===== config.mk =====
export PLATFORM = sky130hd
export DESIGN_NAME = bmd_256_latency_drain_ctrl
export DESIGN_NICKNAME = d
export VERILOG_FILES = /design/src/rtl/bmd_256_latency_drain_ctrl.sv
export SDC_FILE = /design/constraint.sdc
export NUM_CORES = 1
export LEC_CHECK = 0
export BUFFER_PORTS_ARGS = -buffer_cell sky130_fd_sc_hd__buf_2
export CAP_MARGIN = 20
export CORE_MARGIN = 4
export CORE_UTILIZATION = 40
export DETAILED_ROUTE_END_ITERATION = 10
export PLACE_DENSITY = 0.76
export SLEW_MARGIN = 20
export SYNTH_ARGS = -nofsm -noshare
export SYNTH_HDL_FRONTEND = slang
export SYNTH_SLANG_ARGS = --single-unit

===== constraint.sdc =====
create_clock -name clk -period 2.9 [get_ports clk]
set_input_delay 0.145 -clock clk [delete_from_list [all_inputs] [get_ports clk]]
set_output_delay 0.145 -clock clk [all_outputs]
set_load 0.02 [all_outputs]

===== src/rtl/bmd_256_latency_drain_ctrl.sv =====
// ---------------------------------------------------------------------------
// bmd_256_latency_drain_ctrl
//   Drains the RX latency timestamp FIFO into the TX packet builder once the
//   FIFO raises its read trigger. Ownership of the TX engine is requested per
//   burst of up to BURST_LEN beats, and the last beat of each burst is flagged.
//   A sticky done status is held until the measurement is cleared.
//
// Ports
//   clk, rst               : clock, asynchronous active-high reset
//   latency_reset_signal   : synchronous clear; aborts any drain in progress
//   fifo_read_trigger      : FIFO full enough to start draining
//   fifo_empty, fifo_dout  : FIFO read side (1-cycle read latency)
//   fifo_rd_en             : FIFO read strobe
//   tx_req / tx_gnt        : TX engine ownership handshake
//   tx_valid/tx_ready      : beat stream handshake, tx_data/tx_last payload
//   drained_count          : entries delivered since reset (saturating)
//   busy, done             : activity / sticky completion status
// ---------------------------------------------------------------------------
module bmd_256_latency_drain_ctrl #(
  parameter int unsigned CNT_W     = 30,
  parameter int unsigned BURST_LEN = 16,
  parameter int unsigned TOTAL_W   = 14
) (
  input  logic               clk,
  input  logic               rst,
  input  logic               latency_reset_signal,
  input  logic               fifo_read_trigger,
  input  logic               fifo_empty,
  input  logic [CNT_W-1:0]   fifo_dout,
  output logic               fifo_rd_en,
  output logic               tx_req,
  input  logic               tx_gnt,
  output logic               tx_valid,
  output logic [CNT_W-1:0]   tx_data,
  output logic               tx_last,
  input  logic               tx_ready,
  output logic [TOTAL_W-1:0] drained_count,
  output logic               busy,
  output logic               done
);

  typedef enum logic [2:0] {
    S_IDLE,
    S_REQ,
    S_READ,
    S_LOAD,
    S_PRESENT,
    S_DONE
  } state_e;

  localparam logic [7:0] LAST_BEAT = 8'(BURST_LEN - 1);

  state_e               state_q, state_d;
  logic                 tx_req_q, tx_req_d;
  logic                 tx_valid_q, tx_valid_d;
  logic                 tx_last_q, tx_last_d;
  logic [CNT_W-1:0]     tx_data_q, tx_data_d;
  logic [TOTAL_W-1:0]   cnt_q, cnt_d;
  logic [7:0]           beat_q, beat_d;

  always_ff @(posedge clk or posedge rst) begin
    if (rst) begin
      state_q    <= S_IDLE;
      tx_req_q   <= 1'b0;
      tx_valid_q <= 1'b0;
      tx_last_q  <= 1'b0;
      tx_data_q  <= '0;
      cnt_q      <= '0;
      beat_q     <= '0;
    end else begin
      state_q    <= state_d;
      tx_req_q   <= tx_req_d;
      tx_valid_q <= tx_valid_d;
      tx_last_q  <= tx_last_d;
      tx_data_q  <= tx_data_d;
      cnt_q      <= cnt_d;
      beat_q     <= beat_d;
    end
  end

  always_comb begin
    state_d    = state_q;
    tx_req_d   = tx_req_q;
    tx_valid_d = tx_valid_q;
    tx_last_d  = tx_last_q;
    tx_data_d  = tx_data_q;
    cnt_d      = cnt_q;
    beat_d     = beat_q;

    case (state_q)
      S_IDLE: begin
        if (fifo_read_trigger && !fifo_empty) begin
          state_d  = S_REQ;
          tx_req_d = 1'b1;
        end
      end
      S_REQ: begin
        // Re-entry from a finished burst arrives with tx_req low: raise it
        // one cycle later so the TX engine sees a gap, and ignore any grant
        // until our request is actually visible.
        if (!tx_req_q) begin
          tx_req_d = 1'b1;
        end else if (tx_gnt) begin
          beat_d = '0;
          if (fifo_empty) begin
            state_d  = S_DONE;
            tx_req_d = 1'b0;
          end else begin
            state_d = S_READ;
          end
        end
      end
      S_READ: begin
        if (fifo_empty) begin
          state_d  = S_DONE;
          tx_req_d = 1'b0;
        end else begin
          state_d = S_LOAD;
        end
      end
      S_LOAD: begin
        tx_data_d  = fifo_dout;
        tx_valid_d = 1'b1;
        tx_last_d  = (beat_q == LAST_BEAT) || fifo_empty;
        state_d    = S_PRESENT;
      end
      S_PRESENT: begin
        if (tx_ready) begin
          tx_valid_d = 1'b0;
          tx_last_d  = 1'b0;
          cnt_d      = (cnt_q == '1) ? cnt_q : cnt_q + TOTAL_W'(1);
          beat_d     = beat_q + 8'd1;
          if (!tx_last_q) begin
            state_d = S_READ;
          end else begin
            tx_req_d = 1'b0;
            state_d  = fifo_empty ? S_DONE : S_REQ;
          end
        end
      end
      S_DONE: begin
      end
      default: state_d = S_IDLE;
    endcase

    if (latency_reset_signal) begin
      state_d    = S_IDLE;
      tx_req_d   = 1'b0;
      tx_valid_d = 1'b0;
      tx_last_d  = 1'b0;
      tx_data_d  = '0;
      cnt_d      = '0;
      beat_d     = '0;
    end
  end

  // Decoded from state so reset clears them without waiting for an edge.
  assign fifo_rd_en    = (state_q == S_READ) && !fifo_empty;
  assign busy          = (state_q != S_IDLE) && (state_q != S_DONE);
  assign done          = (state_q == S_DONE);
  assign tx_req        = tx_req_q;
  assign tx_valid      = tx_valid_q;
  assign tx_last       = tx_last_q;
  assign tx_data       = tx_data_q;
  assign drained_count = cnt_q;

endmodule


Yosys cells after proc, flatten, opt, wreduce, memory -nomap -nowiden
Cells that the tools add are included.
{"block": "op_classes", "add_sub_neg": 2, "n_eq_ne": 16, "n_mux": 35, "n_reduce_logical": 18}
{"cell": "30-bit 2-to-1 mux", "n": 2}
{"cell": "14-bit 2-to-1 mux", "n": 4}
{"cell": "8-bit 2-to-1 mux", "n": 4}
{"cell": "3-bit 2-to-1 mux", "n": 9}
{"cell": "3-bit inequality test (second input constant)", "n": 7}
{"cell": "3-bit case mux with 6 select lines", "n": 1}
{"cell": "8-bit case mux with 2 select lines", "n": 1}
{"cell": "14-bit by 1-bit adder with 14-bit output (second input constant)", "n": 1}
{"cell": "14-bit equality test (second input constant)", "n": 1}
{"cell": "1-bit 2-to-1 mux", "n": 11}
{"cell": "5-bit AND reduction", "n": 2}
{"cell": "3-bit nonzero test", "n": 3}
{"cell": "8-bit by 1-bit adder with 8-bit output (second input constant)", "n": 1}
{"cell": "8-bit by 4-bit equality test with 1-bit output (second input constant)", "n": 1}
{"cell": "3-bit by 2-bit equality test with 1-bit output (second input constant)", "n": 2}
{"cell": "3-bit equality test (second input constant)", "n": 2}
{"cell": "2-bit nonzero test", "n": 3}
{"cell": "5-bit nonzero test", "n": 1}
{"cell": "2-bit inequality test (second input constant)", "n": 2}
{"cell": "1-bit case mux with 2 select lines", "n": 2}
{"cell": "1-bit case mux with 4 select lines", "n": 1}
{"cell": "4-bit AND reduction", "n": 1}
{"cell": "3-bit by 1-bit equality test with 1-bit output (second input constant)", "n": 1}
{"cell": "1-bit logical AND", "n": 3}
{"cell": "5 further kinds", "n": 5}
{"block": "word_totals", "regBits": 58, "input_bits": 37, "output_inout_bits": 50, "wordCells": 78}

Depth between registers and ports, before layout
{"block": "depth", "word_depth": 5, "ltp_mapped": 7, "ltp_nobuf": 5}

Worst setup path after synthesis
No wires, ideal clock.
{"block": "synth_timing", "path_kind": "register to register", "startpoint": "register cnt_q[0] (netlist: drained_count[0])", "endpoint": "register cnt_q[4] (netlist: drained_count[4])", "setup_time_ns": 0.119, "arrival_ns": 1.691, "t_required_ns": 2.781, "slack_ns": 1.090, "stages_incl_launch_ff": 7, "path_buffers": 1, "period_less_slack_ns": 1.810, "cell_sequence": "dfrtp_1 > ha_1 > nand4_1 > nor4_4 > buf_6 > nor4_1 > o21a_1"}
{"block": "synth_between", "elab_chain_cells": 5, "elab_cells_between_ends": 8, "cone_classes": "add/sub (1); eq/ne (2); mux (4); reduce/logical (1)"}
{"element": "start: declaration", "line": "58", "text": "logic [TOTAL_W-1:0] cnt_q, cnt_d;"}
{"element": "start signal: assignment", "line": "76", "text": "cnt_q <= cnt_d;"}
{"element": "14-bit by 1-bit adder with 14-bit output", "line": "131", "text": "cnt_d = (cnt_q == '1) ? cnt_q : cnt_q + TOTAL_W'(1);"}
{"element": "14-bit 2-to-1 mux", "line": "131"}
{"element": "14-bit 2-to-1 mux", "line": "128", "text": "if (tx_ready) begin"}
{"element": "14-bit 2-to-1 mux", "line": "90", "text": "case (state_q)"}
{"element": "14-bit 2-to-1 mux", "line": "146", "text": "if (latency_reset_signal) begin"}
Parallel ways exist; a longest one is shown, timed or not. The select of a mux whose other input is x is not followed.
A chain may end at the register's enable or synchronous reset.

Final worst setup path
{"block": "layout_timing", "startpoint": "register cnt_q[0] (netlist: drained_count[0])", "endpoint": "register cnt_q[5] (netlist: drained_count[5])"}
The elaborated chain is that of the path after synthesis.

==> metrics.txt <==
outcome=finished, final reports clean; Die X=91.8 µm; CTS H-tree depth=3; startpoint types=register; critical path class=reg -> reg; GR Util All Layers=16.3%; #FFs+latches synth=58; Buf/Inv on CP=0; CTS hold repair buffers=1; gp weighted congestion=0.822; first drt pass iteration count=4; # resized after CTS=0; full die area=8430 µm²; static leakage=0.00175 µW; Clock Latency Late Sink=0.32 ns; postcts setup bufs=0; worst min path class=in -> reg; slowest CP cell=nor4_4; Setup WS pre-CTS=0.702 ns; setup ws final=0.718 ns; total CTS buffers=9; Post-synth EDFFs=0; synthesized cell area=2810 µm²; register area share after synthesis=51.6%; Synth warnings=0; pwr dens=558 nW/µm²; commonest non-fill, non-tap cells in the layout=buf_2 (86), dfrtp_1 (58), a22o_1 (31); Final Cycle Share=75.2%; slew margin rel.=49.7%; placed inst area=3300 µm²; via count=2397; crit end category=register; Area Growth Syn to Fin=25.5%; synthesized area per cell=10.7 µm²; Top Ports=87; die height=91.8 µm; Final min period=2.18 ns; grt ovf=0; antenna fix cells=0; count of cell types in the netlist=57; Synth Flop Type=dfrtp_1; average via count per standard cell=5.37; crit path DAT=2.39 ns; RSZ-0062 raised after global routing=no; number of remaining DRC errors=0; Least-Margin Pin Slew=0.748 ns; Crit path depth=5; Final Hold Fails=0; Starting DRT DRC Count=113; final wirelength=6.71 mm; Fillers=629; critical-path cell list=ha_1 > nand4_1 > nor4_4 > nor3_1 > mux2_2; ys async rst share=100%; max incr delay on CP=0.71 ns; Net Count, Synth=301; Port-buffer cells=86; CP max FO=16; FP Rows=30; core box area=6790 µm²; post-DP HPWL=4.55 mm; first-pass GRT wire length=11.2 mm; maximum clock path buffer count=2; CTS sink cnt=58; Max Cap Viol=0; Setup TNS=0 ns; CTS clk-pin slew, worst paths=0.06 ns; share of layout cells above drive strength 1=33.4%; largest net degree at the start of global routing=33; CTS tree=yes; cell count after synthesis=262; fin area=3530 µm²; Slew Limit Fails=0; clk_skew=0.00738 ns; Worst R2R Path Depth=5; Worst IR Drop VDD=0.000246 V; Pwr Total=1970 µW; antenna viol nets, final=0; initial antenna violation count=0; vias in the first global route=2428; CTS root buffer=clkbuf_8; hold path cells=2; commonest non-fill, non-tap cell in the layout=buf_2; Nets=384; Finish-stage setup viols=0; critical path's top delay family=simple AND/OR/NAND/NOR gates; Starting Density=41.4%; Worst Path Required=3.10 ns; f_max=0.458 GHz; WL/cell=15.0 µm
[sequential cells by signal (all words and copies together), names as in the netlist]
register and flops:
beat_q 8, drained_count 14, tx_req 1, tx_valid 1
tx_last 1, state_q 3, tx_data 30
[report_power, final]
group          leakage (µW)  internal, µW  switching, µW  total (µW)
Clock              0.000109           504            302         806
Combinational      0.000837           114            160         275
Sequential         0.000807           833           55.5         888
Total               0.00175          1450            518        1970
[final timing paths]
| kind | from | end | slack [ns] |
|---|---|---|---|
| min in group asynchronous | rst | tx_data[14] | 0.44 |
| worst min register to register | tx_data[11] | tx_data[11] | 0.50 |
| worst max register to register | drained_count[0] | drained_count[5] | 0.72 |
| worst max-delay path | drained_count[0] | drained_count[5] | 0.72 |
| worst min-delay path | fifo_dout[27] | tx_data[27] | 0.04 |
| max in group asynchronous | rst | tx_valid | 1.64 |
[area by class of cell]
| cell class | count | area (µm²) | area share, % |
|---|---|---|---|
| timing repair buffer | 89 | 455 | 12.9 |
| clock buffer | 11 | 141 | 4.01 |
| sequential | 58 | 1450 | 41.1 |
| clock inverter | 5 | 77.6 | 2.20 |
| inverter | 5 | 18.8 | 0.532 |
| multi-input combinational | 182 | 1260 | 35.8 |
| tap | 96 | 120 | 3.41 |
[layer usage]
| metal | global-route usage (%) | part of all wire, % | vias to the layer above |
|---|---|---|---|
| li1 | - | - | 1165 |
| met1 | 21.9 | 48 | 1138 |
| met2 | 24.5 | 44 | 86 |
| met3 | 4.51 | 6.4 | 8 |
| met4 | 7.43 | 1.6 | 0 |
| met5 | 0 | 0 | - |
[per-stage QoR]
| step | std cells | util [%] | hold WS [ns] |
|---|---|---|---|
| final | 446 | 51.9 | 0.0360 |
| after global routing | 446 | 51.9 | 0.0136 |
| after CTS | 446 | 51.9 | 0.0153 |
| after detailed placement | 429 | 48.5 | 0.237 |
| after global placement | 429 | 48.5 | 0.222 |
| after floorplan | 262 | - | 0.278 |
[synthesized netlist by cell type (all sizes together), types with 3 or more instances]
| cell type | instances | share of area (%) |
|---|---|---|
| a22o | 31 | 9.7 |
| inv | 5 | 0.67 |
| nand2b | 6 | 1.3 |
| o41ai | 3 | 0.93 |
| buf | 6 | 1.5 |
| and2 | 3 | 0.67 |
| and3 | 3 | 0.67 |
| nand2 | 17 | 2.4 |
| and4 | 4 | 1.2 |
| nand4 | 4 | 1.1 |
| nor2b | 3 | 0.67 |
| a21oi | 11 | 2.0 |
| o31ai | 5 | 1.3 |
| clkbuf | 11 | 1.5 |
| nor2 | 17 | 2.3 |
| dfrtp | 58 | 52 |
| a31oi | 4 | 0.89 |
| o21ai | 13 | 2.3 |
| nand3 | 9 | 1.6 |
| nor4 | 3 | 1.2 |
| o32ai | 4 | 1.2 |
| or3 | 6 | 1.5 |
[kinds of logic after synthesis]
| group | after synthesis | synth area share [%] |
|---|---|---|
| and+or+nand+nor | 89 | 19.3 |
| AOI/OAI and AO/OA | 86 | 22.8 |
| DFF | 58 | 51.6 |
| buffers and inverters | 22 | 3.60 |
| muxes | 3 | 1.11 |
| xor gates and xnor gates | 2 | 0.623 |
| adders and majority gates | 2 | 0.890 |
(Power assumes the default switching activity.)
